## src/rtl/tick_monitor.sv

```systemverilog
// tick_monitor: measures clk cycles between pulse_in rising edges, checks tolerance, tracks lock and timeout
module tick_monitor #(
  parameter int INPUT_FREQ  = 1_000_000,
  parameter int TARGET_FREQ = 10,
  parameter int TOL         = 100,
  parameter int LOCK_COUNT  = 4,
  parameter int CNT_W       = 32
) (
  input  logic             clk,
  input  logic             rst_n,
  input  logic             pulse_in,
  output logic [CNT_W-1:0] period,
  output logic             period_valid,
  output logic             in_tol,
  output logic             locked,
  output logic             timeout
);
  localparam int DIV = INPUT_FREQ / TARGET_FREQ;
  localparam logic [CNT_W-1:0] HI = CNT_W'(DIV + TOL);
  localparam logic [CNT_W-1:0] LO = CNT_W'((TOL >= DIV) ? 0 : DIV - TOL);
  localparam int GW = $clog2(LOCK_COUNT + 1);
  localparam logic [GW-1:0] LAST = GW'(LOCK_COUNT - 1);
  typedef enum logic [1:0] {IDLE, ACQ, LOCKED} state_t;
  state_t state, state_n;
  logic s1, s2, s3, rise, ok;
  logic [CNT_W-1:0] cnt, period_n;
  logic [GW-1:0] good, good_n;
  logic in_tol_n, locked_n, pv_n, to_n;
  assign rise = s2 & ~s3;
  assign ok = (cnt >= LO) && (cnt <= HI);
  always_ff @(posedge clk or negedge rst_n) begin
    if (!rst_n) begin
      {s1, s2, s3} <= '0;
      cnt          <= '0;
      state        <= IDLE;
      good         <= '0;
      period       <= '0;
      period_valid <= 1'b0;
      in_tol       <= 1'b0;
      locked       <= 1'b0;
      timeout      <= 1'b0;
    end else begin
      {s1, s2, s3} <= {pulse_in, s1, s2};
      cnt          <= rise ? CNT_W'(1) : cnt + CNT_W'(cnt != '1);
      state        <= state_n;
      good         <= good_n;
      period       <= period_n;
      period_valid <= pv_n;
      in_tol       <= in_tol_n;
      locked       <= locked_n;
      timeout      <= to_n;
    end
  end
  always_comb begin
    state_n  = state;
    good_n   = good;
    period_n = period;
    in_tol_n = in_tol;
    locked_n = locked;
    pv_n     = 1'b0;
    to_n     = 1'b0;
    if (state == IDLE) begin
      if (rise) begin
        state_n = ACQ;
        good_n  = '0;
      end
    end else if (rise) begin
      pv_n     = 1'b1;
      period_n = cnt;
      in_tol_n = ok;
      if (!ok) begin
        good_n   = '0;
        locked_n = 1'b0;
        state_n  = ACQ;
      end else if (state == ACQ) begin
        good_n = good + 1'b1;
        if (good == LAST) begin
          state_n  = LOCKED;
          locked_n = 1'b1;
        end
      end
    end else if (cnt == HI) begin
      // an edge on the HI cycle is a capture, so only an edgeless HI cycle times out
      to_n     = 1'b1;
      locked_n = 1'b0;
      in_tol_n = 1'b0;
      good_n   = '0;
      state_n  = IDLE;
    end
  end
endmodule
```

## config.mk

```make
export PLATFORM = sky130hd
export DESIGN_NAME = tick_monitor
export DESIGN_NICKNAME = d
export VERILOG_FILES = /design/src/rtl/tick_monitor.sv
export SDC_FILE = /design/constraint.sdc
export NUM_CORES = 1
export LEC_CHECK = 0
export ABC_CLOCK_PERIOD_IN_PS = 3010
export CORE_MARGIN = 5
export CORE_UTILIZATION = 50
export CTS_CLUSTER_DIAMETER = 150
export DETAILED_ROUTE_END_ITERATION = 12
export MAX_ROUTING_LAYER = met4
export PLACE_DENSITY = 0.75
export SLEW_MARGIN = 20
export SYNTH_ARGS = -nofsm -noshare
export SYNTH_HDL_FRONTEND = slang
export SYNTH_SLANG_ARGS = --single-unit
```

## constraint.sdc

```tcl
create_clock -name clk -period 3.01 [get_ports clk]
set_input_delay 0.301 -clock clk [delete_from_list [all_inputs] [get_ports clk]]
set_output_delay 0.301 -clock clk [all_outputs]
set_load 0.05 [all_outputs]
```

Yosys cells after proc, flatten, opt, wreduce, memory -nomap -nowiden. Cells that the tools add are included.

Eq/ne operators: 9. Multiplexer cells: 25. Divide/modulo/power cells: 0. Magnitude comparators: 2. $add $sub $neg: 2. Reduce and logical (&&, ||, !) cells: 8. Bitwise gates (word level): 3. Multiply operators: 0. Shift operators: 0.

Operator list (number): adder 32 x 1 -> 32 bit (1); equality test 32 x 17 -> 1 bit (second input constant) (1); greater-or-equal comparator 32 x 17 -> 1 bit (second input constant) (1); less-or-equal comparator 32 x 17 -> 1 bit (second input constant) (1); 2-to-1 mux 32 bit (1); != test 32 bit (second input constant) (1); 2-to-1 mux 3 bit (6); 2-to-1 mux 2 bit (7); 2-to-1 mux 1 bit (11); != test 4 x 2 -> 1 bit (second input constant) (2); AND reduction 4 bit (2); != test 3 x 2 -> 1 bit (second input constant) (2); AND reduction 2 bit (2); adder 3 x 1 -> 3 bit (second input constant) (1); equality test 3 x 2 -> 1 bit (second input constant) (1); AND reduction 3 bit (1); equality test 2 x 1 -> 1 bit (second input constant) (1); logical NOT 2 bit (1); != test 2 bit (second input constant) (1); inverter 1 bit (2); nonzero test 2 bit (1); bitwise AND 1 bit (1); logical AND 1 bit (1).

Latch bits: 0. Logic and storage cells: 60. RAM bits: 0. ROM bits: 0. Output and inout port bits: 36. Bits in registers: 76. Bits of input ports: 3. Memories: 0.

Logic depth before layout (Yosys ltp). Gate-level depths: netlist (run 1).

Word-level depth: 6. Mapped depth: 13. Mapped depth without buffers: 11.

Worst setup path after synthesis (run 1). OpenSTA, ideal clock, no wires.

Path type: flip-flop to flip-flop. Start point: reg cnt[15]. End point: reg cnt[30]. Path buffers: 2. Data required time: 2.878 ns. Library setup time: 0.132 ns. Setup slack: -0.003 ns. Stages on the path, launching flop included: 13. Clock period less this slack: 3.013 ns. Data arrival time: 2.881 ns. Cell sequence: dfrtp_1 clkbuf_1 nand3_1 or3_4 or4_1 ha_1 ha_1 and3_1 nand3_1 clkbuf_1 nor4_1 xnor2_1 nor2_1.

Cells in the longest elaborated chain, start to end: 3.

Ends and longest elaborated chain: start, declared (line 26) `logic [CNT_W-1:0] cnt, period_n;`; start signal, assigned (line 44) `cnt <= rise ? CNT_W'(1) : cnt + CNT_W'(cnt != '1);`; != test 32 bit (line 44); adder 32 x 1 -> 32 bit (*) (line 44); 2-to-1 mux 32 bit (*) (line 44).

Mark *: on every way between the ends. The rest lies on a longest branch, timed or not. A chain may end at the register's enable or synchronous reset.

Worst setup path in the final report (run 1).
Start point: reg cnt[26]. End point: reg cnt[20].

Cells in the longest elaborated chain, start to end: 3.

Ends and longest elaborated chain (line): != test 32 bit (44); adder 32 x 1 -> 32 bit (44); 2-to-1 mux 32 bit (44).

Every way passes these cells.

==> results.md, run 1 <==
- Starting Density: 51.33%
- # IOs: 39
- Htree depth: 3
- Initial antenna violation count: 0
- Critical Path Sink Type: flip-flop
- Total power: roughly 2.2 mW
- Status: completed
- Most frequent cells in the layout: 76 x dfrtp_1, 37 x clkdlybuf4s50_1, 33 x mux2_2
- Fmax: 349.2 MHz
- Routed vias/inst: about 5.5
- Slew headroom: ~38%
- Final min period: 2.863 ns
- Sequential area share after synthesis: 54.54%
- Slew @ Worst Pin: 0.9233 ns
- Wire per inst: ~16 um
- Distinct cells, synth: 41
- Cts hold-fix bufs: 0
- Insertion delay to the later sink of the worst-skew pair: 0.34 ns
- Sw frac: approximately 28%
- RSZ-0062 raised after global routing: false
- CP Max Fanout: 6
- VDD IR max: 0.3346 mV
- Final wirelength: about 7300 um
- Cell area after layout: around 4300 sq um
- Commonest non-fill, non-tap cell in the layout: dfrtp_1
- Remaining DRCs: 0
- Gpl congestion: around 0.92
- First-pass GRT wire length: 12,340 um
- Total CTS buffers: 9
- Reg clk slew, reported paths: ~0.07 ns
- CP startpoint kind: flip-flop
- Worst slack, placed: between 0.08 and 0.09 ns
- Setup Skew: 0.006408 ns
- Sequential group share of total power: between 50% and 60%
- Remaining Overflow, GRT: 0
- Syn Inst Count: 310
- CP top delay family: simple AND/OR/NAND/NOR gates
- Largest net degree at the start of global routing: 77
- Comb pwr share: 13.9%
- Final WS setup: about 0.15 ns
- Max Cap Viol: 0
- Switching Power: a little over 0.6 mW
- Clock Sinks: 76
- Clk buf depth: 2
- Top FF cell, synth: dfrtp_1
- DIE WIDTH: slightly above 90 um
- Mapped cell area: between 3000 and 4000 sq um
- Worst path max stage delay: 0.48 ns
- N_diodes: 0
- Fin. Hold Viols: 0
- CP required: 3.23 ns
- Tot GR Track Use: between 15 and 20%
- Die area: between 8000 and 9000 sq um
- Height of the die: about 94 um
- Core area: roughly 6800 sq um
- Pint: about 1.6 mW
- Post-synth EDFFs: 0
- Period utilisation layout: around 95%
- PD cells: between 500 and 600 nW/um^2
- HPWL Detailed: just under 5000 um
- Synth Net Count: about 320
- IO buf count: 38
- Rows: 30
- #FFs+latches synth: 76
- Vias in the first global route: approximately 2,500
- Final net count: between 300 and 400
- Fin Setup TNS: 0 ns
- DP Area: between 4000 and 5000 sq um
- Count of final max-slew check failures: 0
- Worst hold path type: input port to asynchronous set/reset pin
- Pleak: around 1.9 nW
- Setup violators final: 0
- Crit-path cells: and4_4 > nand4_1 > or2_2 > or4_1 > ha_2 > ha_1 > and3_2 > nand3_2 > buf_2 > nor3_1 > xnor2_1 > nor2_1
- Avg Inst Size Synth: between 10 and 15 sq um
- Clock network fraction of total power: 35.6%
- CTS tree: done
- Core Util, Final: 63.57%
- Asr flop ratio synth: between 90% and 100%
- CP arrival: a little over 3 ns
- P&R area growth vs syn: 23.86%
- CP max stage cell: or4_1
- Detail Route Antenna Nets: 0
- Fillers: 557
- Vias: approximately 2,600
- Clk root buf: clkbuf_8
- CP Buf/Inv Count: 1
- DR pass1 iterations: 4
- Starting DRT DRC Count: between 200 and 250
- Crit Path Class: flip-flop to flip-flop
- Warnings, synthesis: 0
- Share of layout cells above drive strength 1: ~23%
cell type report:
cell class / instances / area [sq um] / area share, %
well taps: 96 / 120.1 / 2.781
clock inverters: 4 / 47.55 / 1.101
multi-input cells: 206 / 1501 / 34.76
flip-flops and latches: 76 / 1902 / 44.03
repair buffers: 60 / 544.3 / 12.60
clock buffers: 12 / 155.1 / 3.592
inverters: 13 / 48.80 / 1.130
power groups by stage:
stage	Clock, mW	Combinational, mW	Sequential [mW]
final	0.790	0.309	1.12
after global routing	0.862	0.334	1.13
after CTS	0.805	0.312	1.12
after detailed placement	0	0.311	1.14
after global placement	0	0.306	1.14
after floorplan	0	0.133	1.21
logic make-up after synthesis:
| kind of cell | after synthesis | synth area share [%] |
|---|---|---|
| muxes | 33 | 10.66 |
| AOI/OAI and AO/OA | 28 | 5.562 |
| DFF | 76 | 54.54 |
| and+or+nand+nor | 115 | 18.26 |
| adders and majority gates | 4 | 1.435 |
| buffers and inverters | 28 | 3.014 |
| xor gates and xnor gates | 26 | 6.530 |
routing by layer:
metal / global-route usage, % / wire length [um] / vias up
met5: - / 0 / -
met3: 4.747 / 287 / 4
met1: 24.61 / 3391 / 1289
li1: - / - / 1217
met4: 4.884 / 37 / 0
met2: 28.05 / 3560 / 60
through the flow:
stage	hold slack [ns]	instances
2_1_floorplan	0.005409	310
3_3_place_gp	0.3324	448
3_5_place_dp	0.3364	448
4_1_cts	0.1291	464
5_1_grt	0.1724	467
6_report	0.09307	467
Yosys cell counts (all sizes together) (2+ instances only):
library cell / instances / share of area [%]
a21oi: 5 / 0.72
a22o: 2 / 0.50
and3: 2 / 0.36
and4: 4 / 1.0
clkbuf: 15 / 1.6
dfrtp: 76 / 55
ha: 4 / 1.4
inv: 13 / 1.4
mux2: 33 / 11
nand2: 12 / 1.3
nand2b: 2 / 0.36
nand3: 13 / 1.9
nand4: 6 / 1.5
nor2: 33 / 3.6
nor3: 10 / 1.4
nor3b: 2 / 0.43
nor4: 17 / 3.2
o2111ai: 3 / 0.75
o21a: 2 / 0.43
o21ai: 6 / 0.86
o22ai: 2 / 0.36
o2bb2ai: 2 / 0.50
or3: 6 / 1.4
or4: 3 / 0.75
xnor2: 22 / 5.5
xor2: 4 / 1.0
state kept, by name, summed over array words and instances (netlist names):
signal	count
s3	1
in_tol	1
state	2
s2	1
period_valid	1
good	3
locked	1
period	32
timeout	1
cnt	32
s1	1
worst register-to-register path: stages, from the launching register on:
cell and delay [ns]:
dfrtp_1 0.40, and4_4 0.24, nand4_1 0.12, or2_2 0.31, or4_1 0.48, ha_2 0.20, ha_1 0.20, and3_2 0.26
nand3_2 0.11, buf_2 0.17, nor3_1 0.08, xnor2_1 0.13, nor2_1 0.05
path summary, 6_finish.rpt:
| check | startpoint | to | slack, ns | cells after the start |
|---|---|---|---|---|
| max reg2reg | cnt[26]$_DFF_PN0_ | cnt[20]$_DFF_PN0_ | 0.15 | 12 |
| max | cnt[26]$_DFF_PN0_ | cnt[20]$_DFF_PN0_ | 0.15 | 12 |
| min reg2reg | s1$_DFF_PN0_ | s2$_DFF_PN0_ | 0.35 | 0 |
| min | rst_n | period[3]$_DFFE_PN0P_ | 0.09 | 1 |
| min in group clk | s1$_DFF_PN0_ | s2$_DFF_PN0_ | 0.35 | 0 |
| max in group asynchronous | rst_n | period[22]$_DFFE_PN0P_ | 2.32 | 1 |
repair_timing:
action / in CTS / in global routing
setup endpoints to repair: 0 / 15
endpoints found under the hold margin: 0 / 0
setup buffers: 0 / 2
gates resized for setup: 0 / 6
Note: power is estimated with default switching activity, not from simulation.
==> run 2, diff against run 1 <==
--- a/config.mk
+++ b/config.mk
@@ -9,10 +9,10 @@
 export CORE_MARGIN = 5
 export CORE_UTILIZATION = 50
 export CTS_CLUSTER_DIAMETER = 150
+export CTS_CLUSTER_SIZE = 8
 export DETAILED_ROUTE_END_ITERATION = 12
 export MAX_ROUTING_LAYER = met4
 export PLACE_DENSITY = 0.75
-export SLEW_MARGIN = 20
 export SYNTH_ARGS = -nofsm -noshare
 export SYNTH_HDL_FRONTEND = slang
 export SYNTH_SLANG_ARGS = --single-unit
==> results of run 2 <==
Same layout as run 1: the final DEF is identical, and so are final timing and power.
==> run 3, diff against run 2 <==
==> config.mk (replaced) <==
export PLATFORM = sky130hd
export DESIGN_NAME = tick_monitor
export DESIGN_NICKNAME = d
export VERILOG_FILES = /design/src/rtl/tick_monitor.sv
export SDC_FILE = /design/constraint.sdc
export NUM_CORES = 1
export LEC_CHECK = 0
export ABC_CLOCK_PERIOD_IN_PS = 3700
export CORE_MARGIN = 5
export CORE_UTILIZATION = 55
export CTS_CLUSTER_DIAMETER = 150
export CTS_CLUSTER_SIZE = 8
export DETAILED_ROUTE_END_ITERATION = 12
export MAX_ROUTING_LAYER = met4
export PLACE_DENSITY = 0.78
export SYNTH_ARGS = -nofsm -noshare
export SYNTH_HDL_FRONTEND = slang
export SYNTH_SLANG_ARGS = --single-unit
==> constraint.sdc (replaced) <==
create_clock -name clk -period 3.7 [get_ports clk]
set_input_delay 0.37 -clock clk [delete_from_list [all_inputs] [get_ports clk]]
set_output_delay 0.37 -clock clk [all_outputs]
set_load 0.05 [all_outputs]
==> run 3 against run 2 <==
Compared with the run above: final cell count down 8.1%; count of clock-buffer cells in the layout fell by 2; combinational power decreased by 17%; critical path type unchanged; power fell by 23%; critical path depth down 2; global-route usage up 2.8 points; setup slack better by 0.22 ns; via count fell by 2.5%; cell area down 5.1%; clock skew up 0.0023 ns.
==> results.md, run 3 (same netlist as run 1, synthesis figures left out) <==
- # IOs: 39
- First-pass GRT wire length: 12,570 um
- Gpl congestion: 0.8937
- Fmax: 299.6 MHz
- Setup Skew: a little under 0.009 ns
- Detail Route Antenna Nets: 0
- CP Buf/Inv Count: 0
- Fin Setup TNS: 0 ns
- PD cells: 419.2 nW/um^2
- Final net count: 354
- Initial antenna violation count: 0
- Vias in the first global route: between 2,000 and 3,000
- Slew @ Worst Pin: about 0.93 ns
- Count of final max-slew check failures: 0
- Reg clk slew, reported paths: approximately 0.080 ns
- Total CTS buffers: 9
- Cts hold-fix bufs: 0
- Period utilisation layout: 90.20%
- Pleak: around 1.8 nW
- Critical Path Sink Type: flip-flop
- HPWL Detailed: approximately 4800 um
- Crit-path cells: nand4_4 > or3_4 > or4_1 > ha_1 > ha_1 > and3_1 > nand3_1 > nor4_1 > xnor2_1 > nor2_1
- CTS tree: done
- Crit Path Class: flip-flop to flip-flop
- Height of the die: 89.63 um
- Max Cap Viol: 0
- Final WS setup: between 0.3 and 0.4 ns
- Postcts setup bufs: 0
- Setup violators final: 0
- Worst slack, placed: roughly 0.40 ns
- Status: completed
- Slew headroom: 37.75%
- Wire per inst: around 17 um
- RSZ-0062 raised after global routing: false
- Share of layout cells above drive strength 1: 17.33%
- DR pass1 iterations: 4
- # resized after CTS: 0
- Clk buf depth: 2
- CP top delay family: simple AND/OR/NAND/NOR gates
- IO buf count: 38
- Starting Density: a little under three fifths
- Rows: 29
- CP Max Fanout: 14
- Remaining DRCs: 0
- Final min period: 3.337 ns
- Commonest non-fill, non-tap cell in the layout: dfrtp_1
- Clock Sinks: 76
- VDD IR max: approximately 0.32 mV
- Starting DRT DRC Count: 126
- N_diodes: 0
- CP required: 3.92 ns
- Remaining Overflow, GRT: 0
- Fin. Hold Viols: 0
- Insertion delay to the later sink of the worst-skew pair: about 0.35 ns
- Vias: 2,507
- Final wirelength: 7133 um
- CP arrival: 3.56 ns
- Die area: between 8000 and 9000 sq um
- Most frequent cells in the layout: 76 x dfrtp_1, 37 x clkdlybuf4s50_1, 33 x mux2_2
- Largest net degree at the start of global routing: 77
- Most frequent CP cell: ha_1
- Worst hold path type: input port to asynchronous set/reset pin
- Core area: 6241 sq um
- DIE WIDTH: between 80 and 90 um
- Tot GR Track Use: 21.16%
- Routed vias/inst: a little under 6
- Largest regs: cnt (32), period (32), good (3)
- Htree depth: 3
- CP max stage cell: or4_1
- Clk root buf: clkbuf_8
- CP startpoint kind: flip-flop
- P&R area growth vs syn: 17.58%
- Worst path max stage delay: between 0.5 and 0.6 ns
[run 3: changes by cell type in the layout (fill, tap and decap cells not counted), moves of 2 or more]
cell	previous run	this run
buf_4	21	4
clkinv_2	2	6
nand3_2	2	0
nand3_1	11	13
[run 3: report_power, final]
| part | switching [mW] | internal, mW |
|---|---|---|
| registers | 0.0435 | 0.870 |
| clock network | 0.295 | 0.254 |
| logic | 0.164 | 0.0917 |
[run 3: cell type report]
cell class / count / area [sq um]
Clock inverter: 6 / 30.03
Timing Repair Buffer: 41 / 400.4
Inverter: 13 / 48.80
Fill cell: 499 / 2141
Tap cell: 77 / 96.34
Multi-Input combinational cell: 206 / 1485
Clock buffer: 10 / 137.6
Sequential cell: 76 / 1902
[run 3: final timing paths]
check                                       start                     end  slack, ns  depth (start not counted)
worst max-delay path            cnt[11]$_DFF_PN0_       cnt[26]$_DFF_PN0_       0.36                         10
worst min-delay path                        rst_n   period[3]$_DFFE_PN0P_       0.15                          1
worst max register to register  cnt[11]$_DFF_PN0_       cnt[26]$_DFF_PN0_       0.36                         10
worst min register to register       s1$_DFF_PN0_            s2$_DFF_PN0_       0.35                          0
max in group asynchronous                   rst_n  period[16]$_DFFE_PN0P_       2.95                          1
min in group clk                     s1$_DFF_PN0_            s2$_DFF_PN0_       0.35                          0
[run 3: metal layers]
metal / GRT usage, % / share of wire [%]
met5: - / 0
met4: 11.37 / 1.7
met3: 3.741 / 4.8
met2: 30.52 / 48
met1: 28.47 / 46
[run 3: worst reg2reg max path, delay by kind of cell (launching register included)]
family | cells | cell delay, ns
AND/OR/NAND/NOR | 7 | 2.11
XOR/XNOR | 1 | 0.17
flip-flops | 1 | 0.49
adder cells (fa/ha/maj) | 2 | 0.43
[run 3: metrics by stage]
| stage | utilization (%) | area (sq um) | total power [mW] | hold slack [ns] | instances |
|---|---|---|---|---|---|
| floorplan | - | 3487 | 1.090 | 0.07441 | 310 |
| global placement | 63.01 | 3933 | 1.172 | 0.3323 | 413 |
| detailed placement | 63.01 | 3933 | 1.185 | 0.3358 | 413 |
| CTS | 65.70 | 4100 | 1.734 | 0.1929 | 429 |
| global route | 65.70 | 4100 | 1.795 | 0.2458 | 429 |
| finish | 65.70 | 4100 | 1.719 | 0.1549 | 429 |
